**config.mk**
```make
export PLATFORM = sky130hd
export DESIGN_NAME = seg_scan_ctrl_flat
export DESIGN_NICKNAME = d
export VERILOG_FILES = /design/src/rtl/seg_scan_ctrl_if.sv /design/src/rtl/seg_scan_ctrl.sv /design/src/flat_wrapper.sv
export SDC_FILE = /design/constraint.sdc
export NUM_CORES = 1
export LEC_CHECK = 0
export CORE_UTILIZATION = 50
export DETAILED_ROUTE_END_ITERATION = 8
export PLACE_DENSITY = 0.82
export SLEW_MARGIN = 10
export SYNTH_ARGS = -nofsm -noshare
export SYNTH_HDL_FRONTEND = slang
export SYNTH_SLANG_ARGS = --single-unit
```
**constraint.sdc**
```tcl
create_clock -name clk -period 2 [get_ports clk]
set_input_delay 0.4 -clock clk [delete_from_list [all_inputs] [get_ports clk]]
set_output_delay 0.4 -clock clk [all_outputs]
set_load 0.1 [all_outputs]
```
**src/rtl/seg_scan_ctrl_if.sv**
```systemverilog
// Signal bundle between the 7-segment scan controller and its
// nibble mux / display pins.
interface seg_scan_ctrl_if;
    logic [3:0] nib_in;
    logic [7:0] en_mask;
    logic [7:0] dp_mask;
    logic [2:0] sel;
    logic [7:0] anode;
    logic [6:0] seg;
    logic       dp;

    modport master (
        output nib_in, en_mask, dp_mask,
        input  sel, anode, seg, dp
    );

    modport slave (
        input  nib_in, en_mask, dp_mask,
        output sel, anode, seg, dp
    );
endinterface

```
**src/rtl/seg_scan_ctrl.sv**
```systemverilog
// Time-multiplexed 8-digit 7-segment scan controller with a
// blanking gap between digits to suppress ghosting.
module seg_scan_ctrl #(
    parameter int REFRESH_DIV = 100000,
    parameter int BLANK_CYC   = 4
) (
    input  logic           clk,
    input  logic           reset,
    seg_scan_ctrl_if.slave bus
);

    localparam int MAXC = (REFRESH_DIV > BLANK_CYC) ? REFRESH_DIV : BLANK_CYC;
    localparam int CW   = $clog2(MAXC);

    typedef enum logic {
        BLANK = 1'b0,
        SCAN  = 1'b1
    } state_t;

    state_t        state;
    state_t        state_n;
    logic [CW-1:0] cnt;
    logic [CW-1:0] cnt_n;
    logic [2:0]    sel_n;
    logic [7:0]    anode_n;
    logic          dp_n;
    logic [6:0]    seg_n;

    function automatic logic [6:0] hex7(input logic [3:0] n);
        logic [6:0] s;
        case (n)
            4'h0:    s = 7'b1000000;
            4'h1:    s = 7'b1111001;
            4'h2:    s = 7'b0100100;
            4'h3:    s = 7'b0110000;
            4'h4:    s = 7'b0011001;
            4'h5:    s = 7'b0010010;
            4'h6:    s = 7'b0000010;
            4'h7:    s = 7'b1111000;
            4'h8:    s = 7'b0000000;
            4'h9:    s = 7'b0010000;
            4'hA:    s = 7'b0001000;
            4'hB:    s = 7'b0000011;
            4'hC:    s = 7'b1000110;
            4'hD:    s = 7'b0100001;
            4'hE:    s = 7'b0000110;
            default: s = 7'b0001110;
        endcase
        return s;
    endfunction

    // Next-state, counter, select and the pin values that follow them.
    // Anode/dp come from next state so they switch on the same edge.
    always_comb begin
        state_n = state;
        cnt_n   = cnt + CW'(1);
        sel_n   = bus.sel;
        anode_n = 8'hFF;
        dp_n    = 1'b1;
        seg_n   = hex7(bus.nib_in);
        unique case (state)
            BLANK: begin
                if (cnt == CW'(BLANK_CYC - 1)) begin
                    state_n = SCAN;
                    cnt_n   = '0;
                end
            end
            SCAN: begin
                if (cnt == CW'(REFRESH_DIV - 1)) begin
                    state_n = BLANK;
                    cnt_n   = '0;
                    sel_n   = bus.sel + 3'd1;
                end
            end
            default: ;
        endcase
        if (state_n == SCAN) begin
            anode_n[sel_n] = ~bus.en_mask[sel_n];
            dp_n           = ~bus.dp_mask[sel_n];
        end
    end

    // State and output registers; seg tracks nib_in every cycle.
    always_ff @(posedge clk) begin
        if (reset) begin
            state     <= BLANK;
            cnt       <= '0;
            bus.sel   <= 3'd0;
            bus.anode <= 8'hFF;
            bus.seg   <= 7'h7F;
            bus.dp    <= 1'b1;
        end else begin
            state     <= state_n;
            cnt       <= cnt_n;
            bus.sel   <= sel_n;
            bus.anode <= anode_n;
            bus.seg   <= seg_n;
            bus.dp    <= dp_n;
        end
    end

endmodule

```
**src/flat_wrapper.sv**
```systemverilog
// flat-port wrapper written by rule: the top's interface ports become plain ports
module seg_scan_ctrl_flat 
#(
    parameter int REFRESH_DIV = 100000,
    parameter int BLANK_CYC   = 4
)
  (clk, reset, bus_nib_in, bus_en_mask, bus_dp_mask, bus_sel, bus_anode, bus_seg, bus_dp);
  seg_scan_ctrl_if bus_i ();
  input  logic clk;
  input  logic reset;
  input wire logic [$bits(bus_i.nib_in)-1:0] bus_nib_in;
  input wire logic [$bits(bus_i.en_mask)-1:0] bus_en_mask;
  input wire logic [$bits(bus_i.dp_mask)-1:0] bus_dp_mask;
  output wire logic [$bits(bus_i.sel)-1:0] bus_sel;
  output wire logic [$bits(bus_i.anode)-1:0] bus_anode;
  output wire logic [$bits(bus_i.seg)-1:0] bus_seg;
  output wire logic [$bits(bus_i.dp)-1:0] bus_dp;
  assign bus_i.nib_in = bus_nib_in;
  assign bus_i.en_mask = bus_en_mask;
  assign bus_i.dp_mask = bus_dp_mask;
  assign bus_sel = bus_i.sel;
  assign bus_anode = bus_i.anode;
  assign bus_seg = bus_i.seg;
  assign bus_dp = bus_i.dp;
  seg_scan_ctrl #(.REFRESH_DIV(REFRESH_DIV), .BLANK_CYC(BLANK_CYC)) u_core (.clk(clk), .reset(reset), .bus(bus_i));
endmodule
```
==> summary.md, run 1 <==
| Metric | Value |
|---|---|
| Fin crit period | 1.94 ns |
| Setup TNS | 0 ns |
| Sequential area share after synthesis | roughly two fifths |
| Most area-consuming cells after synthesis | dfxtp_1, nor2_1, ha_1 |
| Post-synth ARST share | 0% |
| CP Capture Type | flop |
| Clock transition at path regs | 0.07 ns |
| Net count after synthesis | roughly 240 |
| WL final | 4.14 mm |
| Layout cells sized above 1 | between 30% and 40% |
| Vias per std cell | 5.31 |
| Register bit total from synthesis | 37 |
| Area Growth Syn to Fin | 41.9% |
| Hold wc startpoint | u_core.cnt[0]$_SDFF_PP0_ |
| Vias | approximately 1700 |
| Ys flop type | dfxtp_1 |
| Max-Cap Viols | 0 |
| Share of the synthesized area in the top cell type | 39.0% |
| # nets final | 305 |
| Final Max Slew Viols | 0 |
| H-tree levels | 2 |
| DR WL/cell | 12.8 um |
| Starting Density | 51.8% |
| DRT iter0 DRCs | a little over 90 |
| Synth area leader | dfxtp_1 |
| Post-synth top cells | dfxtp_1, nor2_1, inv_1, nand3_1, xor2_1 |
| DR DRC count | 0 |
| Die Ht | 63.6 um |
| Fin crit share | 97.0% |
| Met3 wire length | 220 um |
| Power per standard cell area | 589 nW/um2 |
| WP data required | 2.16 ns |
| Cell Area, Synth | ~1900 um2 |
| RSZ-0062 raised after global routing | true |
| Vias in the first global route | 1598 |
| First-pass GRT wire length | 6.80 mm |
| DR pass1 iterations | 4 |
| Chip width | 63.6 um |
| Outcome | finished, final reports clean |
| Core ar. | 3660 um2 |
| Distinct cells, synth | 51 |
| Clock root buffer | clkbuf_8 |
| Worst Hold Class | reg -> reg |
| Fmax | 516 MHz |
| Gp weighted congestion | 0.772 |
| Num rows | 22 |
| Reg2reg start | u_core.cnt[14]$_SDFF_PP0_ |
| Arr. time, crit path | 2.10 ns |
| Final-report hold violation count | 0 |
| Leak | 0.00109 uW |
| CTS tree | yes |
| Hpwl dp | 3.12 mm |
| EDFF count, synth | 0 |
| Largest net degree at the start of global routing | 18 |
| Reg-to-reg endpoint | u_core.bus.dp$_SDFF_PP1_ |
| Slew margin rel. | 73.5% |
| Final Skew | 0.00216 ns |
| Critical path fanouts, max | 5 |
| WHS Endpoint | u_core.cnt[0]$_SDFF_PP0_ |
| Worst-skew pair later-pin latency | ~0.29 ns |
| Metal-1 WL | approximately 1.8 mm |
| Startpoint Class | flop |
| Routed wl met2 | a little over 2 mm |
| Die area | 4050 um2 |
| Io pins | 41 |
| Diodes inserted | 0 |
| Max Root-Sink Buffers | 2 |
| Top routing layer used | met4 |
| Top-count cell post-synth | dfxtp_1 |
| Total track usage | 21.6% |
| Num CTS Buffers | 5 |
| Syn Area/Cell | just over 9 um2 |
| Number of port buffers | 40 |
| WS Path Type | reg -> reg |
| Actual slew at the worst max-slew pin | 0.394 ns |
| Maximum vdd drop | 0.356 mV |
| Register-to-register setup slack | 0.06 ns |
| Final Cell Area | 2690 um2 |
| Initial antenna violation count | 0 |
| Mapped Cells | 205 |
| Hold Path Stages | 2 |
| Clock sink count | 37 |
| Finish-stage setup viols | 0 |
| Pwr Total | around 1600 uW |
| Overflow after GRT | 0 |
| R2R depth | 7 |
| DP Area | approximately 2500 um2 |
| Synth Warn # | 0 |
| Routed Antenna Nets | 0 |
-- layout make-up --
type	count	area (um2)
clock buffers	7	86.3
fillers	285	968
well taps	48	60.1
multi-input cells	150	1140
flip-flops and latches	37	753
inverters	10	37.5
repair buffers	71	611
-- worst max path at each step --
stage,from,endpoint,depth (start not counted)
6_report,u_core.cnt[14]$_SDFF_PP0_,u_core.bus.dp$_SDFF_PP1_,7
5_1_grt,u_core.cnt[14]$_SDFF_PP0_,u_core.bus.anode[2]$_SDFF_PP1_,6
4_1_cts,u_core.cnt[11]$_SDFF_PP0_,u_core.bus.anode[2]$_SDFF_PP1_,6
3_5_place_dp,bus_nib_in[0],u_core.bus.seg[3]$_SDFF_PP1_,6
3_3_place_gp,bus_nib_in[0],u_core.bus.seg[3]$_SDFF_PP1_,6
2_1_floorplan,u_core.cnt[0]$_SDFF_PP0_,u_core.bus.dp$_SDFF_PP1_,7
-- critical path: stages, from the launching register on --
cell	delay, ns
dfxtp_4	0.35
or4_4	0.57
nor2_4	0.09
nand4_1	0.17
a21oi_4	0.26
buf_4	0.15
o31ai_1	0.05
nand4b_1	0.17
-- registers in the layout, indices dropped and copies added (netlist names) --
| name | cells |
|---|---|
| u_core.bus.dp | 1 |
| u_core.bus.seg | 7 |
| u_core.cnt | 17 |
| u_core.bus.anode | 8 |
| u_core.bus.sel | 3 |
| u_core.state | 1 |
-- layer usage --
layer | vias up | GRT usage (%)
li1 | 870 | -
met1 | 784 | 25.1
met2 | 54 | 37.4
met3 | 7 | 5.80
met4 | 0 | 8.52
met5 | - | 0
-- where the power goes --
group          switching [uW]  total (uW)  internal, uW  leakage [uW]
sequential               15.5         774           759      0.000305
clock                     245         518           273     0.0000443
combinational             175         294           120      0.000743
-- through the flow --
stage                     hold slack, ns  worst slack, ns  util (%)  instances
final                              0.535           0.0608      73.5        323
after global routing               0.564          -0.0249      73.5        323
after CTS                          0.529           0.0153      70.9        320
after detailed placement           0.519           -0.142      68.6        313
after global placement             0.504           -0.105      68.6        313
after floorplan                    0.426            0.155         -        205
-- timing repair --
item	CTS	global route
resized for setup	0	18
hold buffers	0	0
buffers inserted	0	3
setup endpoints to repair	0	7
-- logic make-up (layout without fill, tap and decap cells) --
family,Yosys count,count (layout),share of synthesized area (%)
flip-flops,37,37,39.0
adder cells (fa/ha/maj),8,8,5.27
buffers and inverters,18,88,4.09
AO/OA/AOI/OAI,31,31,13.7
multiplexers,6,6,3.89
XOR/XNOR,18,18,8.70
AND/OR/NAND/NOR,87,87,25.3
-- layout by cell type, fill, tap and decap left out, drive strengths merged, types with 7 or more instances in the layout --
cell / instances
buf: 50
xnor2: 8
clkbuf: 7
ha: 8
inv: 10
nand3: 11
xor2: 10
dfxtp: 37
nand2: 8
nor2: 32
clkdlybuf4s50: 21
(Power assumes the default switching activity.)
==> run 2, diff against run 1 <==
--- a/config.mk
+++ b/config.mk
@@ -6,6 +6,7 @@
 export NUM_CORES = 1
 export LEC_CHECK = 0
 export CORE_UTILIZATION = 50
+export CTS_BUF_LIST = sky130_fd_sc_hd__clkbuf_4 sky130_fd_sc_hd__clkbuf_8
 export DETAILED_ROUTE_END_ITERATION = 8
 export PLACE_DENSITY = 0.82
 export SLEW_MARGIN = 10
==> run 2 against run 1 <==
Sequential share of layout area fell by 0.10 points. First-iteration DRC count fell by 41%. Design area rose by 0.37%. Critical path type unchanged. Non-clock buffer count did not move. Critical path depth did not move. Maximum frequency fell by 0.32%. Via count did not move. Critical endpoint unchanged. Routed wire length rose by 3.0%. Flip-flop and latch count did not move. Worst setup slack got worse by 0.0063 ns.
==> summary.md, run 2 (same netlist as run 1, synthesis figures left out) <==
| Metric | Value |
|---|---|
| Outcome | finished, final reports clean (unchanged) |
| H-tree levels | 2 (unchanged) |
| Final-report hold violation count | 0 (unchanged) |
| DR WL/cell | 13.2 um (was 12.8 um) |
| Top flop regs | u_core.cnt x17, u_core.bus.anode x8, u_core.bus.seg x7 (unchanged) |
| Family with the most delay on the worst path | simple AND/OR/NAND/NOR gates (unchanged) |
| Max-Cap Viols | 0 (unchanged) |
| Arr. time, crit path | 2.11 ns (was 2.10 ns) |
| Fin crit period | 1.95 ns (was 1.94 ns) |
| Overflow after GRT | 0 (unchanged) |
| WP data required | 2.16 ns (about the same) |
| Worst Hold Class | reg -> reg (unchanged) |
| DRT iter0 DRCs | 55 (was 93) |
| DR pass1 iterations | 4 (unchanged) |
| Slowest stage cell, crit path | or4_4 (unchanged) |
| Launch point of the critical path | u_core.cnt[14]$_SDFF_PP0_ (unchanged) |
| Starting Density | 51.8% (unchanged) |
| CP Capture Type | flop (unchanged) |
| Num rows | 22 (unchanged) |
| Finish-stage setup viols | 0 (unchanged) |
| Area Growth Syn to Fin | 42.4% (was 41.9%) |
| Final hold slack | 0.536 ns (was 0.535 ns) |
| Io pins | 41 (unchanged) |
| Largest reg by FF count | u_core.cnt (unchanged) |
| Slew margin rel. | 73.5% (about the same) |
| RSZ-0062 raised after global routing | true (unchanged) |
| Final Skew | 0.00298 ns (was 0.00216 ns) |
| Clock root buffer | clkbuf_8 (unchanged) |
| Vias in the first global route | 1615 (was 1598) |
| First-pass GRT wire length | 6.92 mm (was 6.80 mm) |
| Gp weighted congestion | 0.772 (unchanged) |
| Fin crit share | 97.3% (was 97.0%) |
| WL final | 4.27 mm (was 4.14 mm) |
| Chip width | 63.6 um (unchanged) |
| Actual slew at the worst max-slew pin | 0.395 ns (was 0.394 ns) |
| Final Max Slew Viols | 0 (unchanged) |
| Largest net degree at the start of global routing | 18 (unchanged) |
| Power per standard cell area | 592 nW/um2 (was 589 nW/um2) |
| Hpwl dp | 3.12 mm (unchanged) |
| CTS hold repair buffers | 0 (unchanged) |
| Maximum vdd drop | 0.356 mV (about the same) |
| # nets final | 305 (unchanged) |
| Vias | 1715 (unchanged) |
| Die Ht | 63.6 um (unchanged) |
| CTS tree | yes (unchanged) |
| Max Root-Sink Buffers | 2 (unchanged) |
| Slowest stage delay, CP | 0.57 ns (about the same) |
| Startpoint Class | flop (unchanged) |
| Setup TNS | 0 ns (unchanged) |
| Cell count along the critical path | 7 (unchanged) |
| Die area | 4050 um2 (unchanged) |
| Number of port buffers | 40 (unchanged) |
| Layout fillers | 286 (was 285) |
| Worst path buffer plus inverter count | 1 (unchanged) |
| Leak | 0.00110 uW (was 0.00109 uW) |
| Reg-to-reg endpoint | u_core.bus.dp$_SDFF_PP1_ (unchanged) |
| Clock transition at path regs | 0.07 ns (about the same) |
| Fmax | 514 MHz (was 516 MHz) |
| Leading cell type in the layout, fill and taps excluded | buf_4 (unchanged) |
| Routed Antenna Nets | 0 (unchanged) |
| Layout cells sized above 1 | 33.5% (was 32.7%) |
| Crit-path cells | or4_4 > nor2_4 > nand4_1 > a21oi_4 > buf_4 > o31ai_1 > nand4b_1 (unchanged) |
| Critical path fanouts, max | 5 (unchanged) |
| Most frequent cells in the layout | buf_4, nor2_1, dfxtp_1, clkdlybuf4s50_1 (unchanged) |
| R2R depth | 7 (unchanged) |
| Reg2reg start | u_core.cnt[14]$_SDFF_PP0_ (unchanged) |
| Initial antenna violation count | 0 (unchanged) |
| Num CTS Buffers | 5 (unchanged) |
| Register-to-register setup slack | 0.05 ns (was 0.06 ns) |
| Largest register FFs | 17 (unchanged) |
| Worst-skew pair later-pin latency | 0.29 ns (about the same) |
| Diodes inserted | 0 (unchanged) |
| Total track usage | 22.0% (was 21.6%) |
| WS Path Type | reg -> reg (unchanged) |
| Vias per std cell | 5.31 (unchanged) |
| DR DRC count | 0 (unchanged) |
| Crit path capture | u_core.bus.dp$_SDFF_PP1_ (unchanged) |
| Core ar. | 3660 um2 (unchanged) |
| Clock sink count | 37 (unchanged) |
run 2: area by class of cell:
type	count	area, um2	share of cell area (%)
Sequential cell	37	753	27.9
Multi-Input combinational cell	150	1150	42.6
Timing Repair Buffer	71	611	22.6
Inverter	10	37.5	1.39
Clock buffer	7	90.1	3.33
Tap cell	48	60.1	2.22
run 2: where the power goes:
group	switching, uW	internal, uW
registers	15.5	759
clock network	245	287
logic	175	120
total	436	1170
run 2: worst min-delay path by stage:
stage / from / endpoint / slack (ns) / depth (start not counted)
floorplan: u_core.cnt[0]$_SDFF_PP0_ / u_core.cnt[0]$_SDFF_PP0_ / 0.43 / 1
global placement: u_core.cnt[0]$_SDFF_PP0_ / u_core.cnt[0]$_SDFF_PP0_ / 0.50 / 2
detailed placement: u_core.cnt[0]$_SDFF_PP0_ / u_core.cnt[0]$_SDFF_PP0_ / 0.52 / 2
CTS: u_core.cnt[0]$_SDFF_PP0_ / u_core.cnt[0]$_SDFF_PP0_ / 0.53 / 2
global route: u_core.cnt[0]$_SDFF_PP0_ / u_core.cnt[0]$_SDFF_PP0_ / 0.56 / 2
finish: u_core.cnt[0]$_SDFF_PP0_ / u_core.cnt[0]$_SDFF_PP0_ / 0.54 / 2
run 2: per-stage QoR:
| step | setup slack [ns] | cell area, um2 | utilization [%] | power (uW) | std cells |
|---|---|---|---|---|---|
| finish | 0.0545 | 2700 | 73.8 | 1600 | 323 |
| global route | -0.0238 | 2700 | 73.8 | 1660 | 323 |
| CTS | 0.0153 | 2600 | 71.0 | 1600 | 320 |
| detailed placement | -0.142 | 2510 | 68.6 | 1080 | 313 |
| global placement | -0.105 | 2510 | 68.6 | 1070 | 313 |
| floorplan | 0.155 | 1900 | - | 966 | 205 |
run 2: worst reg2reg max path, delay by kind of cell (launching register included):
family | cells | cell delay [ns]
AND/OR/NAND/NOR | 4 | 1.00
AO/OA/AOI/OAI | 2 | 0.32
buffers and inverters | 1 | 0.15
flip-flops | 1 | 0.35
run 2: repair_timing:
action                     in CTS  in global routing
resized for setup               0                 19
setup buffers                   0                  3
setup endpoints to repair       0                  7
run 2: layer usage:
| layer | track usage, % | vias up | part of all wire, % |
|---|---|---|---|
| li1 | - | 870 | - |
| met3 | 5.98 | 9 | 5.0 |
| met5 | 0 | - | 0 |
| met4 | 9.09 | 0 | 1.9 |
| met1 | 25.4 | 786 | 44 |
| met2 | 37.8 | 50 | 49 |
==> run 3, diff against run 2 <==
--- a/config.mk
+++ b/config.mk
@@ -5,10 +5,12 @@
 export SDC_FILE = /design/constraint.sdc
 export NUM_CORES = 1
 export LEC_CHECK = 0
-export CORE_UTILIZATION = 50
+export ABC_CLOCK_PERIOD_IN_PS = 2000
+export CORE_UTILIZATION = 52
 export CTS_BUF_LIST = sky130_fd_sc_hd__clkbuf_4 sky130_fd_sc_hd__clkbuf_8
 export DETAILED_ROUTE_END_ITERATION = 8
-export PLACE_DENSITY = 0.82
+export PLACE_DENSITY = 0.85
+export REMOVE_ABC_BUFFERS = 1
 export SLEW_MARGIN = 10
 export SYNTH_ARGS = -nofsm -noshare
 export SYNTH_HDL_FRONTEND = slang
==> run 3 against run 2 <==
Clock skew rose by 0.012 ns. Via count up 5.9%. Flip-flop and latch count unchanged. Non-clock buffer count up 6. Worst hold slack improved by 0.010 ns. Combinational power about the same. Worst setup slack worse by 0.037 ns. Critical path type unchanged. Largest power group unchanged.
==> summary.md, run 3 (same netlist as run 1, synthesis figures left out) <==
| Metric | Value |
|---|---|
| Outcome | finished, final reports clean (unchanged) |
| DR WL/cell | 14.7 um (was 13.2 um) |
| Num CTS Buffers | 5 (unchanged) |
| Num rows | 21 (was 22) |
| CTS hold repair buffers | 0 (unchanged) |
| Maximum vdd drop | 0.467 mV (was 0.356 mV) |
| Final Cell Area | 2750 um2 (was 2700 um2) |
| Area Growth Syn to Fin | 45.0% (was 42.4%) |
| Family with the most delay on the worst path | simple AND/OR/NAND/NOR gates (unchanged) |
| Worst-skew pair later-pin latency | 0.34 ns (was 0.29 ns) |
| Starting Density | 55.6% (was 51.8%) |
| Layout cells sized above 1 | 36.7% (was 33.5%) |
| Pwr Total | 1480 uW (was 1600 uW) |
| Die area | 3900 um2 (was 4050 um2) |
| WL final | 4.79 mm (was 4.27 mm) |
| Leading cell type in the layout, fill and taps excluded | buf_4 (unchanged) |
| DR DRC count | 0 (unchanged) |
| Initial antenna violation count | 0 (unchanged) |
| Clock sink count | 37 (unchanged) |
| Die Ht | 62.4 um (was 63.6 um) |
| Max Root-Sink Buffers | 2 (unchanged) |
| Overflow after GRT | 0 (unchanged) |
| Arr. time, crit path | 2.18 ns (was 2.11 ns) |
| Fin crit share | 99.1% (was 97.3%) |
| Launch point of the critical path | u_core.cnt[13]$_SDFF_PP0_ (was u_core.cnt[14]$_SDFF_PP0_) |
| Clock root buffer | clkbuf_4 (was clkbuf_8) |
| DP Area | 2510 um2 (about the same) |
| # nets final | 311 (was 305) |
| Hold wc startpoint | u_core.cnt[0]$_SDFF_PP0_ (unchanged) |
| Finish-stage setup viols | 0 (unchanged) |
| R2R depth | 6 (was 7) |
| Vias | 1816 (was 1715) |
| Power per standard cell area | 539 nW/um2 (was 592 nW/um2) |
| Largest register FFs | 17 (unchanged) |
| Actual slew at the worst max-slew pin | 0.403 ns (was 0.395 ns) |
| Startpoint Class | flop (unchanged) |
| Total track usage | 23.8% (was 22.0%) |
| Slowest stage cell, crit path | or4_4 (unchanged) |
| Final hold slack | 0.546 ns (was 0.536 ns) |
| Worst Hold Class | reg -> reg (unchanged) |
| Final Skew | 0.0155 ns (was 0.00298 ns) |
| Fmax | 504 MHz (was 514 MHz) |
| WS Path Type | reg -> reg (unchanged) |
| Slew margin rel. | 72.9% (was 73.5%) |
| Fin crit period | 1.98 ns (was 1.95 ns) |
| Slowest stage delay, CP | 0.58 ns (was 0.57 ns) |
| Critical path fanouts, max | 6 (was 5) |
| Diodes inserted | 0 (unchanged) |
| Io pins | 41 (unchanged) |
| Final Max Slew Viols | 0 (unchanged) |
| CP Capture Type | flop (unchanged) |
| Register-to-register setup slack | 0.02 ns (was 0.05 ns) |
| Hold Path Stages | 2 (unchanged) |
| Worst path buffer plus inverter count | 0 (was 1) |
| Vias in the first global route | 1674 (was 1615) |
| Core ar. | 3420 um2 (was 3660 um2) |
| Most frequent cells in the layout | buf_4, nor2_1, dfxtp_1, clkdlybuf4s50_1 (unchanged) |
| Gp weighted congestion | 0.819 (was 0.772) |
| Largest net degree at the start of global routing | 18 (unchanged) |
| Cell count along the critical path | 6 (was 7) |
| CTS tree | yes (unchanged) |
| Largest reg by FF count | u_core.cnt (unchanged) |
| DRT iter0 DRCs | 114 (was 55) |
| Max-Cap Viols | 0 (unchanged) |
| Chip width | 62.4 um (was 63.6 um) |
| RSZ-0062 raised after global routing | true (unchanged) |
| Layout fillers | 203 (was 286) |
| Vias per std cell | 5.55 (was 5.31) |
| Reg2reg start | u_core.cnt[13]$_SDFF_PP0_ (was u_core.cnt[14]$_SDFF_PP0_) |
| Routed Antenna Nets | 0 (unchanged) |
| Final-report hold violation count | 0 (unchanged) |
| Leak | 0.00111 uW (was 0.00110 uW) |
| WP data required | 2.20 ns (was 2.16 ns) |
| H-tree levels | 2 (unchanged) |
| Crit-path cells | or4_4 > nor2_4 > nand4_1 > a21oi_4 > o211a_1 > o2111ai_1 (was or4_4 > nor2_4 > nand4_1 > a21oi_4 > buf_4 > o31ai_1 > nand4b_1) |
| First-pass GRT wire length | 7.27 mm (was 6.92 mm) |
| Clock transition at path regs | 0.11 ns (was 0.07 ns) |
| Top flop regs | u_core.cnt x17, u_core.bus.anode x8, u_core.bus.seg x7 (unchanged) |
| Hpwl dp | 3.24 mm (was 3.12 mm) |
| Number of port buffers | 40 (unchanged) |
| DR pass1 iterations | 6 (was 4) |
[run 3: changes by cell type in the layout (fill, tap and decap cells not counted), sizes merged]
cell  delta
buf      +6
[run 3: metal layers]
| metal | up-vias | global-route usage (%) | share of wire, % | wire (um) |
|---|---|---|---|---|
| met2 | 77 | 41.8 | 49 | 2370 |
| li1 | 887 | - | - | - |
| met4 | 0 | 9.30 | 2.1 | 99 |
| met1 | 844 | 27.6 | 42 | 2030 |
| met5 | - | 0 | 0 | 0 |
| met3 | 8 | 5.66 | 6.1 | 292 |
[run 3: where the power goes]
group          leakage [uW]  internal, uW  switching, uW
logic              0.000771           119            179
registers          0.000306           759           16.3
clock network     0.0000348           180            229
total               0.00111          1060            425
[run 3: final timing paths]
path / endpoint
max reg2reg: u_core.bus.anode[6]$_SDFF_PP1_
min reg2reg: u_core.cnt[0]$_SDFF_PP0_
min: u_core.cnt[0]$_SDFF_PP0_
max: u_core.bus.anode[6]$_SDFF_PP1_
[run 3: final cells by class]
cell class	count	area (um2)	area share [%]
tap	46	57.6	2.09
sequential	37	754	27.4
clock buffer	7	58.8	2.14
inverter	10	37.5	1.36
timing repair buffer	77	647	23.5
multi-input combinational	150	1200	43.5
[run 3: tightest hold or removal path, delay by kind of cell (launching register included)]
family,cells,cell delay [ns]
flip-flops,1,0.37
buffers and inverters,1,0.12
AND/OR/NAND/NOR,1,0.04
[run 3: stage by stage]
stage | std cells | util (%) | worst slack (ns) | TNS (ns)
6_report | 327 | 80.5 | 0.0173 | 0
5_1_grt | 327 | 80.5 | -0.0505 | -0.390
3_3_place_gp | 314 | 73.6 | -0.0986 | -0.0986
2_1_floorplan | 197 | - | -0.194 | -1.13
4_1_cts | 323 | 76.3 | 0.00411 | 0
3_5_place_dp | 314 | 73.6 | -0.141 | -0.230
[run 3: repair_timing]
item                                    4_1_cts  5_1_grt
setup buffers                                 2        4
pin swaps                                     2       17
endpoints found under the setup margin        5       24
hold endpoints to repair                      0        0
resized for setup                             5       29
